===== src/rtl/fetch_sequencer_if.sv =====
// Fetch-side bus bundle for fetch_sequencer: control, instruction-memory and decode handshake.
// FETCH_PERF_CNT_EN adds the fetch_count/stall_count performance outputs.
interface fetch_sequencer_if;
  logic        start;
  logic        halt;
  logic        redirect_valid;
  logic [15:0] redirect_pc;
  logic [15:0] imem_addr;
  logic [15:0] imem_rdata;
  logic        inst_valid;
  logic        inst_ready;
  logic [15:0] inst;
  logic [15:0] inst_pc;
  logic        busy;
`ifdef FETCH_PERF_CNT_EN
  logic [15:0] fetch_count;
  logic [15:0] stall_count;

  modport master (
    input  start, halt, redirect_valid, redirect_pc, imem_rdata, inst_ready,
    output imem_addr, inst_valid, inst, inst_pc, busy, fetch_count, stall_count
  );
  modport slave (
    output start, halt, redirect_valid, redirect_pc, imem_rdata, inst_ready,
    input  imem_addr, inst_valid, inst, inst_pc, busy, fetch_count, stall_count
  );
`else
  modport master (
    input  start, halt, redirect_valid, redirect_pc, imem_rdata, inst_ready,
    output imem_addr, inst_valid, inst, inst_pc, busy
  );
  modport slave (
    output start, halt, redirect_valid, redirect_pc, imem_rdata, inst_ready,
    input  imem_addr, inst_valid, inst, inst_pc, busy
  );
`endif
endinterface


===== src/rtl/fetch_sequencer.sv =====
// PC sequencer and prefetch FIFO between InstructionMemory and decode.
// Optional FETCH_PERF_CNT_EN adds saturating fetch/stall counters.
module fetch_sequencer #(
  parameter logic [15:0] PC_RESET   = 16'h0000,
  parameter int unsigned FIFO_DEPTH = 2
) (
  input  logic              clk,
  input  logic              reset,
  fetch_sequencer_if.master bus
);

  localparam int unsigned AW = $clog2(FIFO_DEPTH);
  localparam logic [AW:0] FULL_CNT = (AW+1)'(FIFO_DEPTH);
  localparam logic [AW:0] ONE_CNT  = (AW+1)'(1);

  typedef enum logic [1:0] {IDLE, FETCH, DRAIN} state_t;

  state_t         state, state_nx;
  logic [15:0]    pc;
  logic [AW-1:0]  rd_ptr, wr_ptr;
  logic [AW:0]    count;
  logic [15:0]    fifo_inst [FIFO_DEPTH];
  logic [15:0]    fifo_pc   [FIFO_DEPTH];
  logic           pop, push, flush, start_go;

  assign pop      = (count != '0) && bus.inst_ready;
  assign flush    = bus.redirect_valid;
  assign start_go = (state == IDLE) && !flush && bus.start && !bus.halt;

  always_comb begin
    state_nx = state;
    push     = 1'b0;
    if (flush) begin
      // Flushing empties the FIFO, so a drain in progress is already complete.
      if (state == DRAIN) state_nx = IDLE;
    end else begin
      case (state)
        IDLE:  if (start_go) state_nx = FETCH;
        FETCH: begin
          push = (count < FULL_CNT) || pop;
          if (bus.halt) state_nx = DRAIN;
        end
        DRAIN: if ((count == '0) || ((count == ONE_CNT) && pop)) state_nx = IDLE;
        default: state_nx = IDLE;
      endcase
    end
  end

  always_ff @(posedge clk) begin
    if (reset) begin
      state  <= IDLE;
      pc     <= PC_RESET;
      rd_ptr <= '0;
      wr_ptr <= '0;
      count  <= '0;
    end else begin
      state <= state_nx;
      if (flush) begin
        pc     <= bus.redirect_pc;
        rd_ptr <= '0;
        wr_ptr <= '0;
        count  <= '0;
      end else begin
        if (push) begin
          pc     <= pc + 16'd1;
          wr_ptr <= wr_ptr + AW'(1);
        end
        if (pop) rd_ptr <= rd_ptr + AW'(1);
        case ({push, pop})
          2'b10:   count <= count + ONE_CNT;
          2'b01:   count <= count - ONE_CNT;
          default: count <= count;
        endcase
      end
    end
  end

  always_ff @(posedge clk) begin
    if (!reset && !flush && push) begin
      fifo_inst[wr_ptr] <= bus.imem_rdata;
      fifo_pc[wr_ptr]   <= pc;
    end
  end

  assign bus.imem_addr  = pc;
  assign bus.inst_valid = (count != '0);
  assign bus.inst       = (count != '0) ? fifo_inst[rd_ptr] : '0;
  assign bus.inst_pc    = (count != '0) ? fifo_pc[rd_ptr]   : '0;
  assign bus.busy       = (state == FETCH) || (state == DRAIN);

`ifdef FETCH_PERF_CNT_EN
  logic [15:0] fetch_cnt, stall_cnt;
  logic        stall;

  assign stall = (state == FETCH) && (count == FULL_CNT) && !pop;

  always_ff @(posedge clk) begin
    if (reset || start_go) begin
      fetch_cnt <= '0;
      stall_cnt <= '0;
    end else begin
      if (!flush && push && (fetch_cnt != '1)) fetch_cnt <= fetch_cnt + 16'd1;
      if (stall && (stall_cnt != '1))          stall_cnt <= stall_cnt + 16'd1;
    end
  end

  assign bus.fetch_count = fetch_cnt;
  assign bus.stall_count = stall_cnt;
`endif

endmodule


===== src/flat_wrapper.sv =====
// flat-port wrapper written by rule: the top's interface ports become plain ports
module fetch_sequencer_flat 
#(
  parameter logic [15:0] PC_RESET   = 16'h0000,
  parameter int unsigned FIFO_DEPTH = 2
)
  (clk, reset, bus_start, bus_halt, bus_redirect_valid, bus_redirect_pc, bus_imem_rdata, bus_inst_ready, bus_imem_addr, bus_inst_valid, bus_inst, bus_inst_pc, bus_busy);
  fetch_sequencer_if bus_i ();
  input  logic clk;
  input  logic reset;
  input wire logic [$bits(bus_i.start)-1:0] bus_start;
  input wire logic [$bits(bus_i.halt)-1:0] bus_halt;
  input wire logic [$bits(bus_i.redirect_valid)-1:0] bus_redirect_valid;
  input wire logic [$bits(bus_i.redirect_pc)-1:0] bus_redirect_pc;
  input wire logic [$bits(bus_i.imem_rdata)-1:0] bus_imem_rdata;
  input wire logic [$bits(bus_i.inst_ready)-1:0] bus_inst_ready;
  output wire logic [$bits(bus_i.imem_addr)-1:0] bus_imem_addr;
  output wire logic [$bits(bus_i.inst_valid)-1:0] bus_inst_valid;
  output wire logic [$bits(bus_i.inst)-1:0] bus_inst;
  output wire logic [$bits(bus_i.inst_pc)-1:0] bus_inst_pc;
  output wire logic [$bits(bus_i.busy)-1:0] bus_busy;
  assign bus_i.start = bus_start;
  assign bus_i.halt = bus_halt;
  assign bus_i.redirect_valid = bus_redirect_valid;
  assign bus_i.redirect_pc = bus_redirect_pc;
  assign bus_i.imem_rdata = bus_imem_rdata;
  assign bus_i.inst_ready = bus_inst_ready;
  assign bus_imem_addr = bus_i.imem_addr;
  assign bus_inst_valid = bus_i.inst_valid;
  assign bus_inst = bus_i.inst;
  assign bus_inst_pc = bus_i.inst_pc;
  assign bus_busy = bus_i.busy;
  fetch_sequencer #(.PC_RESET(PC_RESET), .FIFO_DEPTH(FIFO_DEPTH)) u_core (.clk(clk), .reset(reset), .bus(bus_i));
endmodule

===== config.mk =====
export PLATFORM = sky130hd
export DESIGN_NAME = fetch_sequencer_flat
export DESIGN_NICKNAME = d
export VERILOG_FILES = /design/src/rtl/fetch_sequencer_if.sv /design/src/rtl/fetch_sequencer.sv /design/src/flat_wrapper.sv
export SDC_FILE = /design/constraint.sdc
export NUM_CORES = 1
export LEC_CHECK = 0
export ABC_AREA = 1
export CORE_AREA = 2 2 88 90
export CTS_CLUSTER_DIAMETER = 50
export DETAILED_ROUTE_END_ITERATION = 16
export DIE_AREA = 0 0 90 92
export PLACE_DENSITY = 0.91
export SLEW_MARGIN = 10
export SYNTH_ARGS = -nofsm -noshare
export SYNTH_HDL_FRONTEND = slang
export SYNTH_SLANG_ARGS = --single-unit

===== constraint.sdc =====
create_clock -name clk -period 9 [get_ports clk]
set_input_delay 2.25 -clock clk [delete_from_list [all_inputs] [get_ports clk]]
set_output_delay 2.25 -clock clk [all_outputs]
set_load 0.01 [all_outputs]

==> metrics.cfg, run 1 <==
[worst_setup_path]
end_kind = output port
arrival_ps = 2870
path_max_fanout = 33
start_kind = register
crit_slowest_cell = dfxtp_1
required_ps = 6750
worstPathCellList = inv_1 -> nor2_1 -> nor2_1 -> clkdlybuf4s50_1
cp_common_cell = nor2_1
critPathKind = register to output port
cpPeakStageDelay_ps = 940

[route]
first_pass_iters = 5
ant_nets = 0
dr.first_iter.drc_count = 208
drc = 0
post_drt_via_cell_ratio = 5.18
wire_per_inst_um = 14.6
vias = 3142
wl_um = 8830

[sta]
drv_slew = 0
period_needed_ps = 5120
finalSetupViolations = 0
slew_headroom = 0.343
rsz0062_at_grt = false
tns_ps = 0
period_share = 0.569
fin_worst_skew_ps = 11.5
max_clock_freq_mhz = 195
worstMarginPinSlew_ps = 985
hold_viol = 0

[floorplan]
core_um2 = 7450
fp.dieArea_um2 = 8280
die_h_um = 92
pin_count = 88
rows = 32
die_w_um = 90
start_util = 0.523

[grt]
grt_pass1_vias = 3036
grt_antenna_before_repair = 0
track_usage = 0.217
grt_pass1_wl_um = 14400
grt_max_degree = 35
grt-ovfl-total = 0

[synth]
ys_ff_latch = 87
yosysWarnings = 0
syn-cell-area_um2 = 3890
ys_seq_area_frac = 0.612
synth_top_area_cell = edfxtp_1
synthDistinctLibCells = 25
syn-num-nets = 459
synthCells = 414
synthTopCellsByArea = edfxtp_1, dfxtp_1, nor2_1
synth_top_cell_area_share = 0.494
synth_area_per_cell_um2 = 9.41

[clock_network]
cts_made_buffers = 9
cts.hold.buffers_added = 0
htreeDepth = 3
cts_tree = built
clockBufferDepth = 2
clock_sinks = 87
clk_pin_slew_ps = 80
cts_setup_buffers = 0
clock_latency_ps = 360
cts_resized = 0
clockRootBuffer = clkbuf_8

[power]
cellPowerDensity_nw_per_um2 = 160
p_leak_uw = 0.00189
ir_drop_mv = 0.0986
total_power_uw = 802

[placed_design]
dpl_cell_area_um2 = 4850
portBuffers = 87
hpwl_um = 6090
dp_cells = 590
place_congestion = 0.890

[run_status]
status = complete, no violations

[cells_and_area]
final_cell_area_um2 = 5020
final_common_cell = nor2_1
drive_gt1_frac = 0.0575
num_antenna_cells = 0
nFillCells = 579
final_nets = 544
final_cells = 606
area_growth_pct = 28.9
final_cell_mix = nor2_1, clkdlybuf4s50_1, edfxtp_1, nand2_1, o21ai_0

[hold_path]
hp-class = register to register

[run]
maxCapViolCount = 0

-- kinds of logic (layout without fill, tap and decap cells) --
family          count (synthesis)  after routing  share of synthesized area
fa+ha+maj                       7              7                     0.0225
simple gates                  192            192                      0.208
flops                          87             87                      0.612
buf+inv                        55            145                     0.0562
xor+xnor                        6              6                     0.0135
compound gates                 67             67                     0.0880
-- final cells by class --
cell class | count | area, um2 | area share
Multi-Input combinational cell | 272 | 1310 | 0.261
Tap cell | 102 | 128 | 0.0254
Clock buffer | 9 | 124 | 0.0247
Sequential cell | 87 | 2380 | 0.475
Inverter | 42 | 158 | 0.0314
Clock inverter | 7 | 47.5 | 0.00948
Timing Repair Buffer | 87 | 871 | 0.174
-- synth_stat cells --
cell type / count
a21oi_1: 13
a31oi_1: 4
buf_2: 1
buf_4: 1
buf_6: 1
clkbuf_1: 10
dfxtp_1: 23
edfxtp_1: 64
ha_1: 7
inv_1: 41
inv_2: 1
nand2_1: 62
nand2_2: 3
nand2_4: 3
nand3_1: 20
nand4_1: 4
nor2_1: 94
nor2_2: 2
nor2_4: 2
nor3_1: 1
o211ai_1: 1
o21ai_0: 48
o21ai_1: 1
or2_1: 1
xor2_1: 6
-- worst max-delay path: cells and delay by family, from the launching register on --
| kind | cells | cell delay (ps) |
|---|---|---|
| buffers and inverters | 2 | 1190 |
| DFF | 1 | 940 |
| and+or+nand+nor | 2 | 380 |
-- path summary, 6_finish.rpt --
check | slack (ps) | cells past startpoint | end | from
min | 530 | 2 | u_core.count[0]$_SDFFE_PP0P_ | u_core.count[0]$_SDFFE_PP0P_
max reg2reg | 6280 | 9 | u_core.fifo_pc[1][13]$_DFFE_PP_ | u_core.count[1]$_SDFFE_PP0P_
min reg2reg | 530 | 2 | u_core.count[0]$_SDFFE_PP0P_ | u_core.count[0]$_SDFFE_PP0P_
max | 3880 | 4 | bus_inst_pc[5] | register
-- per-layer routing --
metal	global-route usage	vias up	routed length (um)
li1	-	1540	-
met1	0.286	1433	3790
met4	0.0769	0	106
met5	0	-	0
met3	0.0386	9	705
met2	0.364	160	4220
-- per-stage QoR --
step | util | hold WS (ps) | setup WS (ps)
after detailed placement | 0.651 | 510 | 4090
final | 0.674 | 531 | 3880
after floorplan | - | 444 | 4400
after CTS | 0.674 | 530 | 3820
after global placement | 0.651 | 487 | 4230
after global routing | 0.674 | 543 | 3520
-- power by group --
group / leakage (uW) / internal (uW) / switching [uW]
clock: 0.0000858 / 101 / 143
combinational: 0.00103 / 51.1 / 52.3
sequential: 0.000770 / 441 / 13.3
-- registers in the layout, indices dropped and copies added (netlist names), named ones only --
signal and count:
u_core.fifo_inst 32, u_core.fifo_pc 32, u_core.bus.imem_addr 16, u_core.count 2, u_core.state 2, u_core.rd_ptr 1, u_core.wr_ptr 1
(Power assumes the default switching activity.)
==> inputs of run 2 (changes only) <==
--- a/config.mk
+++ b/config.mk
@@ -6,11 +6,11 @@
 export NUM_CORES = 1
 export LEC_CHECK = 0
 export ABC_AREA = 1
-export CORE_AREA = 2 2 88 90
+export CORE_AREA = 2 2 97 99
 export CTS_CLUSTER_DIAMETER = 50
 export DETAILED_ROUTE_END_ITERATION = 16
-export DIE_AREA = 0 0 90 92
-export PLACE_DENSITY = 0.91
+export DIE_AREA = 0 0 99 101
+export PLACE_DENSITY = 0.81
 export SLEW_MARGIN = 10
 export SYNTH_ARGS = -nofsm -noshare
 export SYNTH_HDL_FRONTEND = slang
==> constraint.sdc (replaced) <==
create_clock -name clk -period 4.5 [get_ports clk]
set_input_delay 1.125 -clock clk [delete_from_list [all_inputs] [get_ports clk]]
set_output_delay 1.125 -clock clk [all_outputs]
set_load 0.01 [all_outputs]
==> metrics.cfg, run 2 (synthesized netlist as in run 1, its figures left out) <==
[run_status]
status = complete, no violations  ; unchanged

[power]
combinationalPowerShare = 0.123  ; was 0.129
power.internal_uw = 1300  ; was 593 uW
total_power_uw = 1710  ; was 802 uW
switchingPower_uw = 409  ; was 208 uW
power_frac_seq = 0.532  ; was 0.567
p_clk_frac = 0.345  ; was 0.304
ir_drop_mv = 0.211  ; was 0.0986 mV
swShare = 0.239  ; was 0.260
p_leak_uw = 0.00193  ; was 0.00189 uW
cellPowerDensity_nw_per_um2 = 334  ; was 160 nW/um2

[route]
wl_um = 8660  ; was 8830 um
vias = 3156  ; was 3,142
first_pass_iters = 4  ; was 5
ant_nets = 0  ; unchanged
drc = 0  ; unchanged
dr.first_iter.drc_count = 145  ; was 208
wire_per_inst_um = 14.0  ; was 14.6 um
post_drt_via_cell_ratio = 5.10  ; was 5.18

[hold_path]
holdPathStages = 1  ; was 2
hp-class = register to register  ; unchanged

[sta]
hold_viol = 0  ; unchanged
period_needed_ps = 3470
max_clock_freq_mhz = 289
finalSetupViolations = 0  ; unchanged
tns_ps = 0  ; unchanged
rsz0062_at_grt = false  ; unchanged
setup_slack_ps = 1030  ; was 3880 ps
period_share = 0.770
hold_slack_ps = 527  ; was 531 ps
slew_headroom = 0.326  ; was 0.343
worstMarginPinSlew_ps = 1010  ; was 985 ps
fin_worst_skew_ps = 13.2  ; was 11.5 ps
drv_slew = 0  ; unchanged

[floorplan]
die_h_um = 101  ; was 92 um
rows = 35  ; was 32
pin_count = 88  ; unchanged
die_w_um = 99  ; was 90 um
fp.dieArea_um2 = 10000  ; was 8280 um2
start_util = 0.434  ; was 0.523
core_um2 = 8980  ; was 7450 um2

[clock_network]
clock_latency_ps = 350  ; was 360 ps
clk_pin_slew_ps = 90  ; was 80 ps
htreeDepth = 3  ; unchanged
clock_sinks = 87  ; unchanged
cts.hold.buffers_added = 0  ; unchanged
cts_tree = built  ; unchanged
clockBufferDepth = 2  ; unchanged
clockRootBuffer = clkbuf_8  ; unchanged
cts_resized = 0  ; unchanged
cts_made_buffers = 9  ; unchanged
cts_setup_buffers = 0  ; unchanged

[grt]
grt_antenna_before_repair = 0  ; unchanged
grt_pass1_wl_um = 13900  ; was 14,400 um
grt_max_degree = 35  ; unchanged
track_usage = 0.176  ; was 0.217
grt_pass1_vias = 3016  ; was 3,036
grt-ovfl-total = 0  ; unchanged

[cells_and_area]
regArea_um2 = 2380  ; unchanged
drive_gt1_frac = 0.0630  ; was 0.0575
final_common_cell = nor2_1  ; unchanged
area_growth_pct = 31.2  ; was 28.9%
multiInputGateArea_um2 = 1310  ; unchanged
nFillCells = 755  ; was 579
final_nets = 548  ; was 544
final_cell_mix = nor2_1, clkdlybuf4s50_1, edfxtp_1, nand2_1, o21ai_0  ; unchanged
num_antenna_cells = 0  ; unchanged
final_cells = 619  ; was 606

[worst_setup_path]
start_kind = register  ; unchanged
end_kind = output port  ; unchanged
path_max_fanout = 34  ; was 33
rrSetupSlack_ps = 2010  ; was 6280 ps
required_ps = 3380  ; was 6750 ps
arrival_ps = 2340  ; was 2870 ps
critPathKind = register to output port  ; unchanged
ff2ff_path_depth = 11  ; was 9

[placed_design]
portBuffers = 87  ; unchanged
hpwl_um = 5950  ; was 6090 um
dp_cells = 603  ; was 590
place_congestion = 0.838  ; was 0.890
dp_slack_ps = 1210  ; was 4090 ps

[run]
maxCapViolCount = 0  ; unchanged

[run 2: cell types whose count changed in the layout (fill, tap and decap cells not counted), sizes merged]
| cell | previous run | this run |
|---|---|---|
| inv | 44 | 43 |
| bufinv | 0 | 2 |
| buf | 0 | 4 |
| clkinv | 3 | 2 |
[run 2: stage by stage]
stage | instance area, um2 | utilization
global placement | 4890 | 0.544
CTS | 5110 | 0.569
floorplan | 3890 | -
finish | 5110 | 0.569
global route | 5110 | 0.569
detailed placement | 4890 | 0.544
[run 2: final timing paths]
| path | start | endpoint |
|---|---|---|
| worst min-delay path | u_core.wr_ptr$_SDFFE_PP0P_ | u_core.wr_ptr$_SDFFE_PP0P_ |
| worst max register to register | u_core.count[1]$_SDFFE_PP0P_ | u_core.count[0]$_SDFFE_PP0P_ |
| worst max-delay path | u_core.count[1]$_SDFFE_PP0P_ | bus_inst_pc[2] |
| worst min register to register | u_core.wr_ptr$_SDFFE_PP0P_ | u_core.wr_ptr$_SDFFE_PP0P_ |
[run 2: power groups by stage]
stage	sequential, uW	clock [uW]	combinational [uW]
after global routing	911	631	231
after detailed placement	926	0	209
final	908	590	210
after floorplan	922	0	97.0
after global placement	925	0	204
after CTS	908	595	211
[run 2: critical path, cell delays in order (launching register included)]
cell,delay [ps]
dfxtp_1,380
inv_1,100
ha_1,220
inv_2,360
o21ai_0,230
nor2_1,140
clkdlybuf4s50_1,550
[run 2: per-layer routing]
layer	routed length (um)	track usage
met5	0	0
met2	4240	0.289
met1	3620	0.222
met3	611	0.0402
met4	189	0.0822
[run 2: area by class of cell]
cell class,count,area share
inverter,42,0.0309
timing repair buffer,91,0.176
clock inverter,7,0.0189
tap,111,0.0272
multi-input combinational,272,0.256
clock buffer,9,0.0243
sequential,87,0.466
==> inputs of run 3 (changes only) <==
==> constraint.sdc (replaced) <==
create_clock -name clk -period 2.89 [get_ports clk]
set_input_delay 0.7225 -clock clk [delete_from_list [all_inputs] [get_ports clk]]
set_output_delay 0.7225 -clock clk [all_outputs]
set_load 0.01 [all_outputs]
==> metrics.cfg, run 3 (synthesized netlist as in run 1, its figures left out) <==
[run_status]
status = complete, no violations  ; unchanged

[cells_and_area]
final_common_cell = nor2_1  ; unchanged
fin_util = 0.570  ; was 0.569
nFillCells = 800  ; was 755
final_cells = 625  ; was 619
area_growth_pct = 31.3  ; was 31.2%
drive_gt1_frac = 0.0759  ; was 0.0630
final_cell_mix = nor2_1, clkdlybuf4s50_1, edfxtp_1, nand2_1, o21ai_0  ; unchanged
final_nets = 554  ; was 548
num_antenna_cells = 0  ; unchanged

[sta]
period_share = 0.968
finalSetupViolations = 0  ; unchanged
tns_ps = 0  ; unchanged
fin_worst_skew_ps = 10.3  ; was 13.2 ps
drv_slew = 0  ; unchanged
setup_slack_ps = 92.6  ; was 1030 ps
period_needed_ps = 2800
slew_headroom = 0.747  ; was 0.326
hold_viol = 0  ; unchanged
worstMarginPinSlew_ps = 380  ; was 1010 ps
rsz0062_at_grt = false  ; unchanged
max_clock_freq_mhz = 357

[grt]
use_met2 = 0.298  ; was 0.289
grt_pass1_vias = 3023  ; was 3,016
grt_max_degree = 35  ; unchanged
grtUsageMet1 = 0.240  ; was 0.222
grtUsageMet3 = 0.0305  ; was 0.0402
grt_pass1_wl_um = 14200  ; was 13,900 um
track_usage = 0.180  ; was 0.176
grt_antenna_before_repair = 0  ; unchanged
grt-busiest-layer = met2  ; unchanged
grt-ovfl-total = 0  ; unchanged

[route]
vias = 3144  ; was 3,156
wire_per_inst_um = 14.5  ; was 14.0 um
wl_um = 9040  ; was 8660 um
drc = 0  ; unchanged
dr.first_iter.drc_count = 143  ; was 145
first_pass_iters = 4  ; unchanged
post_drt_via_cell_ratio = 5.03  ; was 5.10
ant_nets = 0  ; unchanged

[clock_network]
clock_latency_ps = 350  ; about the same
clockRootBuffer = clkbuf_8  ; unchanged
cts_made_buffers = 9  ; unchanged
clock_sinks = 87  ; unchanged
cts_tree = built  ; unchanged
htreeDepth = 3  ; unchanged
clockBufferDepth = 2  ; unchanged
clk_pin_slew_ps = 90  ; about the same
cts.hold.buffers_added = 0  ; unchanged
cts_setup_buffers = 0  ; unchanged

[worst_setup_path]
end_kind = output port  ; unchanged
critPathKind = register to output port  ; unchanged
arrival_ps = 2070  ; was 2340 ps
critPathTopFamily = buffers and inverters  ; unchanged
crit_slowest_cell = clkdlybuf4s50_1  ; unchanged
ff2ff_path_depth = 10  ; was 11
worstPathCellList = inv_1 -> ha_2 -> clkinv_4 -> o21ai_0 -> nor2_1 -> clkdlybuf4s50_1  ; was inv_1 -> ha_1 -> inv_2 -> o21ai_0 -> nor2_1 -> clkdlybuf4s50_1
cp.depth = 6  ; unchanged
cpPeakStageDelay_ps = 570  ; was 550 ps
start_kind = register  ; unchanged
required_ps = 2170  ; was 3380 ps
path_max_fanout = 17  ; was 34
crit_buf_inv = 3  ; unchanged

[power]
total_power_uw = 2490  ; was 1710 uW
cellPowerDensity_nw_per_um2 = 488  ; was 334 nW/um2
ir_drop_mv = 0.208  ; was 0.211 mV
p_leak_uw = 0.00193  ; about the same

[hold_path]
holdPathStages = 2  ; was 1
hp-class = register to register  ; unchanged

[floorplan]
start_util = 0.434  ; unchanged
fp.dieArea_um2 = 10000  ; unchanged
core_um2 = 8980  ; unchanged
rows = 35  ; unchanged
die_h_um = 101  ; unchanged
die_w_um = 99  ; unchanged
pin_count = 88  ; unchanged

[placed_design]
portBuffers = 87  ; unchanged
dp_cells = 608  ; was 603
hpwl_um = 6210  ; was 5950 um
dp_slack_ps = 202  ; was 1210 ps
place_congestion = 0.873  ; was 0.838

[run]
maxCapViolCount = 0  ; unchanged

[run 3: stage by stage]
stage / area [um2] / hold slack [ps]
2_1_floorplan: 3890 / 444
3_3_place_gp: 4920 / 482
3_5_place_dp: 4920 / 498
4_1_cts: 5100 / 519
5_1_grt: 5110 / 556
6_report: 5110 / 518
[run 3: tightest hold or removal path, delay by kind of cell, from the launching register on]
kind,cells,cell delay (ps)
AND/OR/NAND/NOR,2,150
flip-flops,1,330
[run 3: routing by layer]
metal	part of all wire	vias up
li1	-	1562
met1	0.45	1455
met2	0.48	111
met3	0.059	16
met4	0.015	0
met5	0	-
[run 3: final cells by class]
type                    count  area, um2  share of cell area
repair buffers             96        938               0.184
repair inverters            1       8.76             0.00171
clock buffers               9        124              0.0242
clock inverters             7       48.8             0.00954
well taps                 111        139              0.0272
inverters                  42        163              0.0318
multi-input cells         272       1310               0.256
flip-flops and latches     87       2380               0.466
[run 3: final timing paths]
check	end	slack [ps]	from
setup / recovery	bus_inst_pc[5]	90	u_core.count[1]$_SDFFE_PP0P_
hold / removal	u_core.state[0]$_SDFFE_PP0P_	520	u_core.state[0]$_SDFFE_PP0P_
hold reg to reg	u_core.state[0]$_SDFFE_PP0P_	520	u_core.state[0]$_SDFFE_PP0P_
setup reg to reg	u_core.fifo_inst[0][8]$_DFFE_PP_	780	u_core.count[1]$_SDFFE_PP0P_
[run 3: what timing repair did]
item                                    4_1_cts  5_1_grt
endpoints found under the setup margin       32       32
cloned                                        0        1
resized for setup                             2        4
[run 3: power breakdown]
part           total, uW  internal [uW]  switching, uW
Combinational        335            166            169
Clock                746            312            434
Sequential          1410           1370           39.9
